File: src/rtl/modn_counter_pkg.sv
// Shared types and step arithmetic for the modulo-N counter family.
// Used by modn_counter; see that file for the MODN_COUNTER_PRESCALE_EN option.
package modn_counter_pkg;

  typedef enum logic {
    DIR_DOWN = 1'b0,
    DIR_UP   = 1'b1
  } dir_e;

  localparam int unsigned CALC_W = 32;

  typedef struct packed {
    logic [CALC_W-1:0] value;
    logic              wrapped;
  } step_t;

  // The wrap compare happens on the current value, so MODULUS == 2**WIDTH never overflows.
  function automatic step_t next_count(input logic [CALC_W-1:0] cur,
                                       input dir_e              dir,
                                       input logic [CALC_W-1:0] modulus);
    step_t s;
    s.value   = cur;
    s.wrapped = 1'b0;
    if (dir == DIR_UP) begin
      if (cur == modulus - 32'd1) begin
        s.value   = '0;
        s.wrapped = 1'b1;
      end else begin
        s.value = cur + 32'd1;
      end
    end else begin
      if (cur == '0) begin
        s.value   = modulus - 32'd1;
        s.wrapped = 1'b1;
      end else begin
        s.value = cur - 32'd1;
      end
    end
    return s;
  endfunction

endpackage

File: src/rtl/modn_prescaler.sv
// Enable prescaler: tick fires on every (div+1)-th enabled cycle.
// Only instantiated by modn_counter when MODN_COUNTER_PRESCALE_EN is defined.
module modn_prescaler #(
  parameter int PRESCALE_W = 4
) (
  input  logic                  clk,
  input  logic                  reset,
  input  logic                  en,
  input  logic                  clr,
  input  logic [PRESCALE_W-1:0] div,
  output logic                  tick
);

  logic [PRESCALE_W-1:0] presc;

  assign tick = en & (presc == div);

  // Lowering div below the current presc lets presc run on and wrap through zero.
  always_ff @(posedge clk or posedge reset) begin
    if (reset) begin
      presc <= '0;
    end else if (clr) begin
      presc <= '0;
    end else if (en) begin
      if (presc == div) begin
        presc <= '0;
      end else begin
        presc <= presc + PRESCALE_W'(1);
      end
    end
  end

endmodule

File: src/rtl/modn_counter.sv
// Parametrised modulo-N up/down counter with clear, load, tc lookahead and wrap/load_err pulses.
// Optional enable prescaler and presc_div port when MODN_COUNTER_PRESCALE_EN is defined.
module modn_counter
  import modn_counter_pkg::*;
#(
  parameter int WIDTH      = 3,
  parameter int MODULUS    = 6,
  parameter int PRESCALE_W = 4
) (
  input  logic                  clk,
  input  logic                  reset,
  input  logic                  en,
  input  logic                  up_dn,
  input  logic                  clr,
  input  logic                  load,
  input  logic [WIDTH-1:0]      load_val,
`ifdef MODN_COUNTER_PRESCALE_EN
  input  logic [PRESCALE_W-1:0] presc_div,
`endif
  output logic [WIDTH-1:0]      count,
  output logic                  tc,
  output logic                  wrap,
  output logic                  load_err
);

  localparam logic [WIDTH-1:0] LAST = WIDTH'(MODULUS - 1);

  if (MODULUS < 2) begin : g_bad_modulus
    $error("modn_counter: MODULUS must be at least 2");
  end
  if (WIDTH < 1 || WIDTH >= 31 || (longint'(1) << WIDTH) < longint'(MODULUS)) begin : g_bad_width
    $error("modn_counter: WIDTH too small for MODULUS or out of range");
  end
  if (PRESCALE_W < 1) begin : g_bad_prescale
    $error("modn_counter: PRESCALE_W must be at least 1");
  end

  logic   en_eff;
  logic   at_terminal;
  logic   load_in_range;
  step_t  step;
  logic [CALC_W-1:WIDTH] unused_step_hi;

`ifdef MODN_COUNTER_PRESCALE_EN
  // Clear and load both restart the prescale phase.
  modn_prescaler #(
    .PRESCALE_W(PRESCALE_W)
  ) u_prescaler (
    .clk  (clk),
    .reset(reset),
    .en   (en),
    .clr  (clr | load),
    .div  (presc_div),
    .tick (en_eff)
  );
`else
  assign en_eff = en;
`endif

  assign step           = next_count(CALC_W'(count), dir_e'(up_dn), CALC_W'(MODULUS));
  assign unused_step_hi = step.value[CALC_W-1:WIDTH];
  assign at_terminal    = up_dn ? (count == LAST) : (count == '0);
  assign tc             = en_eff & ~clr & ~load & at_terminal;
  assign load_in_range  = ({1'b0, load_val} < (WIDTH + 1)'(MODULUS));

  // Priority is clr > load > step > hold; the pulse outputs default low every cycle.
  always_ff @(posedge clk or posedge reset) begin
    if (reset) begin
      count    <= '0;
      wrap     <= 1'b0;
      load_err <= 1'b0;
    end else begin
      wrap     <= 1'b0;
      load_err <= 1'b0;
      if (clr) begin
        count <= '0;
      end else if (load) begin
        if (load_in_range) begin
          count <= load_val;
        end else begin
          count    <= LAST;
          load_err <= 1'b1;
        end
      end else if (en_eff) begin
        count <= step.value[WIDTH-1:0];
        wrap  <= step.wrapped;
      end
    end
  end

endmodule

File: config.mk
export PLATFORM = sky130hd
export DESIGN_NAME = modn_counter
export DESIGN_NICKNAME = d
export VERILOG_FILES = /design/src/rtl/modn_counter_pkg.sv /design/src/rtl/modn_prescaler.sv /design/src/rtl/modn_counter.sv
export SDC_FILE = /design/constraint.sdc
export NUM_CORES = 1
export LEC_CHECK = 0
export ABC_AREA = 1
export CAP_MARGIN = 20
export CORE_AREA = 2 2 39 41
export DETAILED_ROUTE_END_ITERATION = 8
export DIE_AREA = 0 0 41 43
export PLACE_DENSITY = 0.53
export RECOVER_POWER = 25
export SLEW_MARGIN = 20
export SYNTH_ARGS = -nofsm -noshare
export SYNTH_HDL_FRONTEND = slang
export SYNTH_SLANG_ARGS = --single-unit
File: constraint.sdc
create_clock -name clk -period 1.4 [get_ports clk]
set_clock_uncertainty 0.15 [all_clocks]
set_input_delay 0.14 -clock clk [delete_from_list [all_inputs] [get_ports clk]]
set_output_delay 0.14 -clock clk [all_outputs]
set_load 0.03 [all_outputs]
Word-level counts from Yosys, hierarchy flattened
Cells that the tools add are included.
{"block": "word_totals", "word_cells": 30, "out_inout_bits": 6, "in_bits": 9, "reg_bits": 5}
{"block": "op_classes", "reduce_logical": 2, "n_lt_le_gt_ge": 1, "muxes": 16, "n_eq_ne": 1, "add_sub_neg": 2, "bitwise": 5}
{"op": "3-bit two-way mux", "n": 6}
{"op": "1-bit two-way mux", "n": 9}
{"op": "4-bit two-way mux", "n": 1}
{"op": "3-bit by 1-bit adder with 3-bit output, second input constant", "n": 1}
{"op": "1-bit bitwise AND", "n": 3}
{"op": "3-bit equality test, second input constant", "n": 1}
{"op": "3-bit zero test", "n": 1}
{"op": "3-bit less-than comparator, second input constant", "n": 1}
{"op": "3-bit nonzero test", "n": 1}
{"op": "3-bit by 1-bit subtractor with 3-bit output, second input constant", "n": 1}
{"op": "1-bit inverter", "n": 2}

Depth between registers and ports, before layout
Gate-level depths: netlist of the first run.
{"block": "depth", "ltp_word": 6, "depth_mapped": 9, "ltp_nobuf": 9}

Worst setup path after synthesis of the first run
OpenSTA, ideal clock, no wires.
{"block": "synth_path", "path_kind": "register to output", "startpoint": "register count[1]", "endpoint": "output tc", "path_buffers": 0, "stages_incl_launch_ff": 6, "t_required_ns": 1.110, "path_slack_ns": -0.302, "arrival_ns": 1.412, "path_cell_list": "dfrtp_1 -> inv_1 -> nand3_2 -> nand2_1 -> nand3_1 -> a21oi_1"}
{"block": "synth_via", "elab_chain_len": 3, "word_cells_on_any_way": 4, "cone_classes": "eq/ne: 1; mux: 1; bitwise: 1; reduce/logical: 1"}
{"element": "start: declaration", "line_no": "modn_counter.sv:20", "source": "output logic [WIDTH-1:0] count,"}
{"element": "start signal: assignment", "line_no": "modn_counter.sv:79", "source": "count <= load_val;"}
{"element": "start signal: assignment", "line_no": "modn_counter.sv:85", "source": "count <= step.value[WIDTH-1:0];"}
{"element": "3-bit equality test / 3-bit zero test (equally long branches)", "line_no": "modn_counter.sv:62", "source": "assign at_terminal = up_dn ? (count == LAST) : (count == '0);"}
{"element": "1-bit two-way mux (*)", "line_no": "modn_counter.sv:62"}
{"element": "1-bit bitwise AND (*)", "line_no": "modn_counter.sv:63", "source": "assign tc = en_eff & ~clr & ~load & at_terminal;"}
{"element": "end: declaration", "line_no": "modn_counter.sv:21", "source": "output logic tc,"}
Mark *: on every way between the ends. The rest lies on a longest branch, timed or not.

Worst setup path in the final report of the first run
{"block": "layout_path", "startpoint": "register count[2]", "endpoint": "output tc"}
The elaborated chain is that of the path after synthesis.

==> results.cfg, run 1 <==
[critical_path]
crit_chain = buf_4 -> nand3_1 -> a21oi_4 -> buf_6
end_kind = output pin
setup.worst_path.class = register to output pin
cpPeakStageDelay_ns = 0.38
critical_path.max_fanout = 3
r2r.worst_path.cells = 8
cp.depth = 4
critPathLaunchType = register
crit_required_ns = 1.11
cp_slowest_cell = dfrtp_2
path_buf_inv = 2
cp_data_arrival_time_ns = 1.27
crit_family = flip-flops

[synth]
mappedNetlistArea_um2 = 348
syn_inst = 55
ys_warn_count = 0
yosysSeqAreaShare = 0.360
synthXorXnorAreaFrac = 0
synthSimpleGateAreaFrac = 0.460
synth.avg_cell_area_um2 = 6.32
synth_top_family_by_area = simple AND/OR/NAND/NOR gates
synth_compound_area_frac = 0.0935
synth_cell_types = 13
synth.mux.area_fraction = 0
synthAdderAreaFrac = 0
synth-seq-cells = 5
mappedNetlistNets = 64

[route]
finalWirelength_um = 990
dr.pass1.iters = 4
wire_per_inst_um = 9.52
antenna_left = 0
via_per_inst = 4.39
drc = 0
routed-via-count = 457
drtIter0Drc = 4

[global_route]
antenna_found_initial = 0
grt_max_degree = 6
grt_overflow_total = 0
grt_usage = 0.139
grt_pass1_vias = 395
grt_pass1_wl_um = 1640

[sta]
hold_slack_ns = 0.364
finalCritPeriodShare = 1.11
worst_pin_slew_ns = 0.300
setup_slack_ns = -0.160
fin_tns_setup_ns = -0.160
rsz0062_at_grt = true
setup_viol_count_final = 1
fin_crit_ns = 1.56
finalHoldViolCount = 0
slew_headroom = 0.801
fmax_mhz = 641
report.final.slew_viol_count = 0

[cts]
cts-root-buf = clkbuf_4
cts_buffer_depth = 2
cts_max_level = 1
clk_pin_slew_worst_paths_ns = 0.04
cts_tree = built
cts_buffers = 3
clk_latency_ns = 0.24
clkSinkCount = 5

[outcome]
violations = negative setup slack
status = finished, violations left

[finish]
multi_input_area_um2 = 229
regArea_um2 = 129
final_common_cell = nand2_1
drive_above_1_share = 0.375
nets = 98
stdcell_area_um2 = 683
fillCellCount = 148
syn2layout_area_growth_pct = 96.4
diodes = 0
layout_common_cells = nand2_1, buf_4, clkdlybuf4s50_1, inv_1

[power_and_ir_drop]
powerDensity_nw_per_um2 = 793
peakVddDrop_v = 0.000346
p_leak_nw = 0.355
totalPowerFinal_uw = 542

[hold_path]
hp-class = primary input to register
whs_path_depth = 3

[floorplanning]
core_um2 = 1380
die_x_um = 41
placementRows = 14
start_util = 0.251
dieHeight_um = 43
dieArea_um2 = 1760
io_pins = 15

[placed_design]
place_ws_ns = -0.111
gp_congestion = 0.782
dpl_cell_area_um2 = 608
hpwlAfterDp_um = 802
port_buffers = 14

[job]
cap_violations = 0
## flip-flops by register name, indices dropped and copies added, names as in the netlist
register / cells
wrap: 1
load_err: 1
count: 3
## cell families after synthesis
| logic type | count (synthesis) |
|---|---|
| AO/OA/AOI/OAI | 6 |
| buffers and inverters | 8 |
| flip-flops | 5 |
| AND/OR/NAND/NOR | 36 |
## worst min-delay path: cells and delay by family
family / cells / cell delay, ns
buffers and inverters: 1 / 0.44
AND/OR/NAND/NOR: 2 / 0.13
## power breakdown
part / internal, mW / switching (mW)
Sequential: 0.157 / 0.0106
Clock: 0.107 / 0.0550
Combinational: 0.101 / 0.111
Total: 0.366 / 0.176
## stage by stage
step	instances	util
after global routing	104	0.494
after global placement	97	0.439
after floorplan	55	-
after detailed placement	97	0.439
final	104	0.494
after CTS	103	0.476
## repair_timing
action / 4_1_cts / 5_1_grt
pin swaps: 0 / 6
setup endpoints to repair: 5 / 2
endpoints found under the hold margin: 5 / 0
buffers inserted: 1 / 2
resized for setup: 7 / 4
hold buffers: 1 / 0
## cell usage after synthesis
cell | number | area share
inv_2 | 1 | 0.011
dfrtp_1 | 5 | 0.36
nor2_2 | 1 | 0.018
nand3_2 | 1 | 0.029
inv_1 | 7 | 0.076
nand2_2 | 1 | 0.018
o21ai_0 | 2 | 0.029
nor2_1 | 4 | 0.043
a21oi_1 | 3 | 0.043
o211ai_1 | 1 | 0.022
nand3_1 | 6 | 0.086
nand2_1 | 22 | 0.24
nor3_2 | 1 | 0.029
## area by class of cell
| cell class | instances | area share |
|---|---|---|
| Tap cell | 16 | 0.0293 |
| Inverter | 8 | 0.0440 |
| Sequential cell | 5 | 0.189 |
| Timing Repair Buffer | 29 | 0.364 |
| Multi-Input combinational cell | 42 | 0.335 |
| Clock buffer | 4 | 0.0385 |
## path summary, 6_finish.rpt
| check | endpoint | slack [ns] | startpoint |
|---|---|---|---|
| max in group asynchronous | count[2] | 0.28 | reset |
| max | tc | -0.16 | count[2] |
| max reg2reg | count[1] | 0.07 | count[2] |
| min in group asynchronous | wrap | 0.64 | reset |
| min reg2reg | count[2] | 0.50 | count[2] |
| min | load_err | 0.36 | load_val[1] |
## metal layers
layer,part of all wire,routed length [um],GRT usage
met5,0,0,0
met4,0,0,0.0600
met3,0.059,58,0.0471
met2,0.51,506,0.194
met1,0.43,425,0.188
(Power assumes the default switching activity.)
==> run 2: changes to the inputs <==
--- a/config.mk
+++ b/config.mk
@@ -10,6 +10,7 @@
 export CORE_AREA = 2 2 39 41
 export DETAILED_ROUTE_END_ITERATION = 8
 export DIE_AREA = 0 0 41 43
+export HOLD_SLACK_MARGIN = 0.12
 export PLACE_DENSITY = 0.53
 export RECOVER_POWER = 25
 export SLEW_MARGIN = 20
==> results of run 2 <==
Same layout as run 1: the final DEF is identical, and so are final timing and power.
==> patch 1: new RTL, flow settings as in run 1 <==
Reset style: synchronous (`reset`), changed in one clocked block.
--- a/src/rtl/modn_counter.sv
+++ b/src/rtl/modn_counter.sv
@@ -64,7 +64,7 @@
   assign load_in_range  = ({1'b0, load_val} < (WIDTH + 1)'(MODULUS));
 
   // Priority is clr > load > step > hold; the pulse outputs default low every cycle.
-  always_ff @(posedge clk or posedge reset) begin
+  always_ff @(posedge clk) begin
     if (reset) begin
       count    <= '0;
       wrap     <= 1'b0;
Behaviour: differs if reset is asserted again (counterexample within 4 cycles, from zero or initial values and one cycle with reset high); with reset held inactive, the same outputs for 10 cycles.
==> patch 1 against run 1 <==
The run still ends with negative setup slack left. Final area shrank 11%. First-iteration DRC count increased by 130%. Wire length is 18% lower. Non-clock buffer count shrank 9. Area after synthesis fell by 2.9%. Combinational power fell by 39%. Setup slack better by 0.037 ns. Sequential cell count unchanged. Power down 17%. Critical path type unchanged. Largest power group is now clock.
==> patch 1: results (changes against run 1) <==
| Metric | Value |
|---|---|
| Vias in the first global route | `387 (was 395)` |
| List of most frequent post-synthesis cells | `sky130_fd_sc_hd__nand2_1 (15), sky130_fd_sc_hd__inv_1 (9), sky130_fd_sc_hd__nor2_1 (6) (was sky130_fd_sc_hd__nand2_1 (22), sky130_fd_sc_hd__inv_1 (7), sky130_fd_sc_hd__nand3_1 (6))` |
| Failing checks | `negative setup slack (unchanged)` |
| Status | `complete, but fails checks (unchanged)` |
| Number of endpoints failing setup at the final stage | `1 (unchanged)` |
| Routed wire length per instance | `8.469 µm (was 9.519 µm)` |
| Placed wire-length estimate | `683.3 µm (was 802.1 µm)` |
| Predominant post-synthesis flop cell | `sky130_fd_sc_hd__dfxtp_1 (was sky130_fd_sc_hd__dfrtp_1)` |
| Fraction of layout instances using a drive strength above 1 | `31.25% (was 37.50%)` |
| Mapped Nets | `66 (was 64)` |
| Share of synthesized cell area in full adder, half adder and majority cells | `3.704% (was 0%)` |
| Top area cells in the synthesized netlist | `sky130_fd_sc_hd__dfxtp_1 (30%), sky130_fd_sc_hd__nand2_1 (17%), sky130_fd_sc_hd__inv_1 (10%), sky130_fd_sc_hd__nor2_1 (6.7%), sky130_fd_sc_hd__a21oi_2 (5.2%) (was sky130_fd_sc_hd__dfrtp_1 (36%), sky130_fd_sc_hd__nand2_1 (24%), sky130_fd_sc_hd__nand3_1 (8.6%), sky130_fd_sc_hd__inv_1 (7.6%), sky130_fd_sc_hd__a21oi_1 (4.3%))` |
| Path depth of the worst reg2reg path | `9 (was 8)` |
| Largest registers | `count x3, load_err x1, wrap x1 (unchanged)` |
| Worst-margin pin slew | `0.3008 ns (was 0.2997 ns)` |
| Initial DRC Count | `9 (was 4)` |
| GRT Util Overall | `12.83% (was 13.88%)` |
| Total Nets Final | `91 (was 98)` |
| Async set-or-reset flop fraction in the synthesized netlist | `0% (was 100.0%)` |
| Largest net degree at the start of global routing | `7 (was 6)` |
| Post-place instance area | `529.3 µm² (was 608.1 µm²)` |
| Seq/Total Area, Yosys | `29.63% (was 35.97%)` |
| Weighted congestion at the end of routability-driven global placement | `0.6849 (was 0.7824)` |
| Vias | `408 (was 457)` |
| Data arrival time of the worst path | `1.23 ns (was 1.27 ns)` |
| LEAKAGE | `0.0002991 µW (was 0.0003552 µW)` |
| Antenna fix cells | `0 (unchanged)` |
| Wire length of the first global-routing pass | `1476 µm (was 1635 µm)` |
| Count of different cell masters after synthesis | `17 (was 13)` |
| Cell depth of the worst hold path | `2 (was 3)` |
| Final worst setup slack | `-0.1231 ns (was -0.1597 ns)` |
| Max rail drop VDD | `0.3687 mV (was 0.3463 mV)` |
==> patch 1: cell count changes in the layout (fill, tap and decap cells not counted), sizes merged, moves of 2 or more <==
cell   before  now
a21oi       3    5
dfrtp       5    0
buf        16    7
inv         8   11
dfxtp       0    5
nor2        5    7
nand2      23   15
nand3       7    3
==> patch 1: critical path: stages (launching register included) <==
cell and delay (ns):
sky130_fd_sc_hd__dfxtp_4 0.36, sky130_fd_sc_hd__nor2_4 0.13, sky130_fd_sc_hd__ha_4 0.13, sky130_fd_sc_hd__nand2_2 0.05
sky130_fd_sc_hd__o21ai_2 0.06, sky130_fd_sc_hd__inv_2 0.06, sky130_fd_sc_hd__nor2_4 0.07, sky130_fd_sc_hd__buf_6 0.13
==> patch 1: worst paths after layout <==
kind,start,endpoint,slack [ns]
setup reg to reg,count[0],count[1],0.10
hold / removal,reset,wrap,0.32
hold reg to reg,count[2],count[2],0.37
setup / recovery,count[1],tc,-0.12
==> patch 1: metrics by stage <==
stage | std cells | total power (µW) | setup slack (ns)
detailed placement | 89 | 273.7 | -0.1068
floorplan | 56 | 218.6 | 0.06220
CTS | 94 | 456.5 | -0.1833
global placement | 89 | 273.4 | -0.09364
finish | 96 | 450.5 | -0.1231
global route | 96 | 496.0 | -0.1913
==> patch 1: logic make-up (layout without fill, tap and decap cells) <==
family,Yosys count,after routing
AOI/OAI and AO/OA,10,10
adders and majority gates,1,1
buffers and inverters,12,36
DFF,5,5
and+or+nand+nor,28,28
==> patch 1: where the power goes <==
part,internal (µW),switching [µW]
clock,108,59.6
sequential,147,6.62
combinational,64.8,65.1
total,319,131
==> patch 1: what timing repair did <==
item                       CTS  global route
setup buffers                1             2
gates resized for setup     12             4
hold buffers                 0             0
pin swaps                    4             4
setup endpoints to repair    6             1
==> patch 1: layout make-up <==
cell class	instances	area, µm²
sequential	5	108.9
tap	16	20.02
clock buffer	4	26.28
fill	144	773.2
inverter	12	46.29
multi-input combinational	39	225.2
timing repair buffer	20	183.9
==> patch 1: per-layer routing <==
layer | wire (µm) | global-route usage, % | up-vias
met3 | 42 | 7.853 | 0
met2 | 402 | 20.00 | 12
met4 | 0 | 4.000 | 0
met5 | 0 | 0 | -
met1 | 368 | 13.74 | 172
li1 | - | - | 224
==> patch 2: new RTL, settings of run 1 <==
Made on the original files. Change the parameter `MODULUS` from 6 to 3.
--- a/src/rtl/modn_counter.sv
+++ b/src/rtl/modn_counter.sv
@@ -4,7 +4,7 @@
   import modn_counter_pkg::*;
 #(
   parameter int WIDTH      = 3,
-  parameter int MODULUS    = 6,
+  parameter int MODULUS    = 3,
   parameter int PRESCALE_W = 4
 ) (
   input  logic                  clk,
Function: changed (Yosys sat finds a counterexample within 4 cycles, from zero or initial values and one cycle with reset high).
==> patch 2 against run 1 <==
The run still ends with negative setup slack left. Wire length decreased by 0.20%. Area after synthesis grew 19%. First-iteration DRC count fell by 50%. Utilization rose by 8.0 points. Sequential cell count is the same. Setup slack worse by 0.032 ns. Final area is 16% higher. Count of clock-buffer cells in the layout unchanged. Power rose by 3.9%. Register-to-register slack got worse by 0.20 ns. Largest cell class is now multi-input gates.
==> patch 2: results (changes against run 1) <==
| Metric | Value |
|---|---|
| Met2 wire length | `545 µm (was 506 µm)` |
| Syn Area/Cell | `6.769 µm² (was 6.324 µm²)` |
| Max transition margin | `80.39% (was 80.10%)` |
| Worst reg2reg setup slack | `-0.13 ns (was 0.07 ns)` |
| GRT Util Overall | `14.11% (was 13.88%)` |
| Failing checks | `negative setup slack (unchanged)` |
| Top area cells in the synthesized netlist | `sky130_fd_sc_hd__dfrtp_1 (30%), sky130_fd_sc_hd__nand2_1 (20%), sky130_fd_sc_hd__ha_1 (15%), sky130_fd_sc_hd__inv_1 (9.1%), sky130_fd_sc_hd__nand2_2 (7.6%) (was sky130_fd_sc_hd__dfrtp_1 (36%), sky130_fd_sc_hd__nand2_1 (24%), sky130_fd_sc_hd__nand3_1 (8.6%), sky130_fd_sc_hd__inv_1 (7.6%), sky130_fd_sc_hd__a21oi_1 (4.3%))` |
| Weighted congestion at the end of routability-driven global placement | `0.7193 (was 0.7824)` |
| Post-place instance area | `675.6 µm² (was 608.1 µm²)` |
| Placed wire-length estimate | `769.3 µm (was 802.1 µm)` |
| Vias | `462 (was 457)` |
| Drt first pass iters | `2 (was 4)` |
| Mapped Nets | `75 (was 64)` |
| PostCTS Resize Cnt | `4 (was 7)` |
| Critical path origin | `count[0] (was count[2])` |
| Total Nets Final | `112 (was 98)` |
| Data arrival time of the worst path | `1.30 ns (was 1.27 ns)` |
| Path depth of the worst reg2reg path | `11 (was 8)` |
| Slowest stage delay, CP | `0.43 ns (was 0.38 ns)` |
| Wire length on met3 | `32 µm (was 58 µm)` |
| Met1 demand-to-capacity share in global routing | `16.29% (was 18.77%)` |
| Seq/Total Area, Yosys | `30.30% (was 35.97%)` |
| Maximum fanout along the worst path | `3 (unchanged)` |
| Met2 usage | `23.44% (was 19.38%)` |
| Cell total after placement | `101 (was 97)` |
| Buffers inserted by post-CTS timing repair | `5 (was 1)` |
| Status | `complete, but fails checks (unchanged)` |
| Number of endpoints failing setup at the final stage | `5 (was 1)` |
| Final worst setup slack | `-0.1918 ns (was -0.1597 ns)` |
| YS warnings | `0 (unchanged)` |
| Mean number of vias per cell | `4.088 (was 4.394)` |
| Routed wire length per instance | `8.743 µm (was 9.519 µm)` |
| Max rail drop VDD | `0.6410 mV (was 0.3463 mV)` |
| Fraction of layout instances using a drive strength above 1 | `46.39% (was 37.50%)` |
| Count of different cell masters after synthesis | `12 (was 13)` |
| Crit Reg-Reg Endpoint | `count[0] (was count[1])` |
| LEAKAGE | `0.0004432 µW (was 0.0003552 µW)` |
| Metal1 wirelength | `411 µm (was 425 µm)` |
| Initial DRC Count | `2 (was 4)` |
| Switch share | `31.73% (was 32.54%)` |
| List of most frequent post-synthesis cells | `sky130_fd_sc_hd__nand2_1 (22), sky130_fd_sc_hd__inv_1 (10) (was sky130_fd_sc_hd__nand2_1 (22), sky130_fd_sc_hd__inv_1 (7), sky130_fd_sc_hd__nand3_1 (6))` |
| Vias in the first global route | `424 (was 395)` |
| Wire length of the first global-routing pass | `1669 µm (was 1635 µm)` |
| Largest registers | `count x3, load_err x1, wrap x1 (unchanged)` |
patch 2: stage by stage:
stage | TNS, ns | setup WS [ns] | hold slack, ns
floorplan | -0.01853 | -0.01853 | -0.2316
global placement | -0.06775 | -0.06637 | 0.1998
detailed placement | -0.07732 | -0.06274 | 0.2009
CTS | -0.3591 | -0.1987 | 0.3439
global route | -0.9333 | -0.2750 | 0.4057
finish | -0.5051 | -0.1918 | 0.3500
patch 2: power groups by stage:
stage,combinational [µW],sequential (µW),clock (µW)
6_report,232,162,169
5_1_grt,257,163,191
4_1_cts,212,162,175
3_5_place_dp,185,165,0
3_3_place_gp,185,165,0
2_1_floorplan,84.8,181,0
patch 2: final cells by class:
cell class	instances	area, µm²
fill	123	590.6
timing repair buffer	32	276.5
inverter	12	47.55
sequential	5	127.6
tap	16	20.02
clock buffer	4	26.28
multi-input combinational	44	295.3
patch 2: cells by family (layout without fill, tap and decap cells):
| family | after synthesis | in the layout | synth area share [%] |
|---|---|---|---|
| adders and majority gates | 5 | 5 | 15.15 |
| AOI/OAI and AO/OA | 1 | 1 | 2.122 |
| buffers and inverters | 12 | 48 | 10.91 |
| xor gates and xnor gates | 2 | 2 | 4.243 |
| DFF | 5 | 5 | 30.30 |
| and+or+nand+nor | 36 | 36 | 37.27 |
patch 2: how the worst min path moves through the flow:
stage | from | end | slack (ns) | depth (start not counted)
after floorplan | reset | count[2] | -0.23 | 1
after global placement | reset | wrap | 0.20 | 2
after detailed placement | reset | count[2] | 0.20 | 2
after CTS | load_val[2] | load_err | 0.34 | 3
after global routing | load_val[0] | load_err | 0.41 | 3
final | load_val[2] | load_err | 0.35 | 3
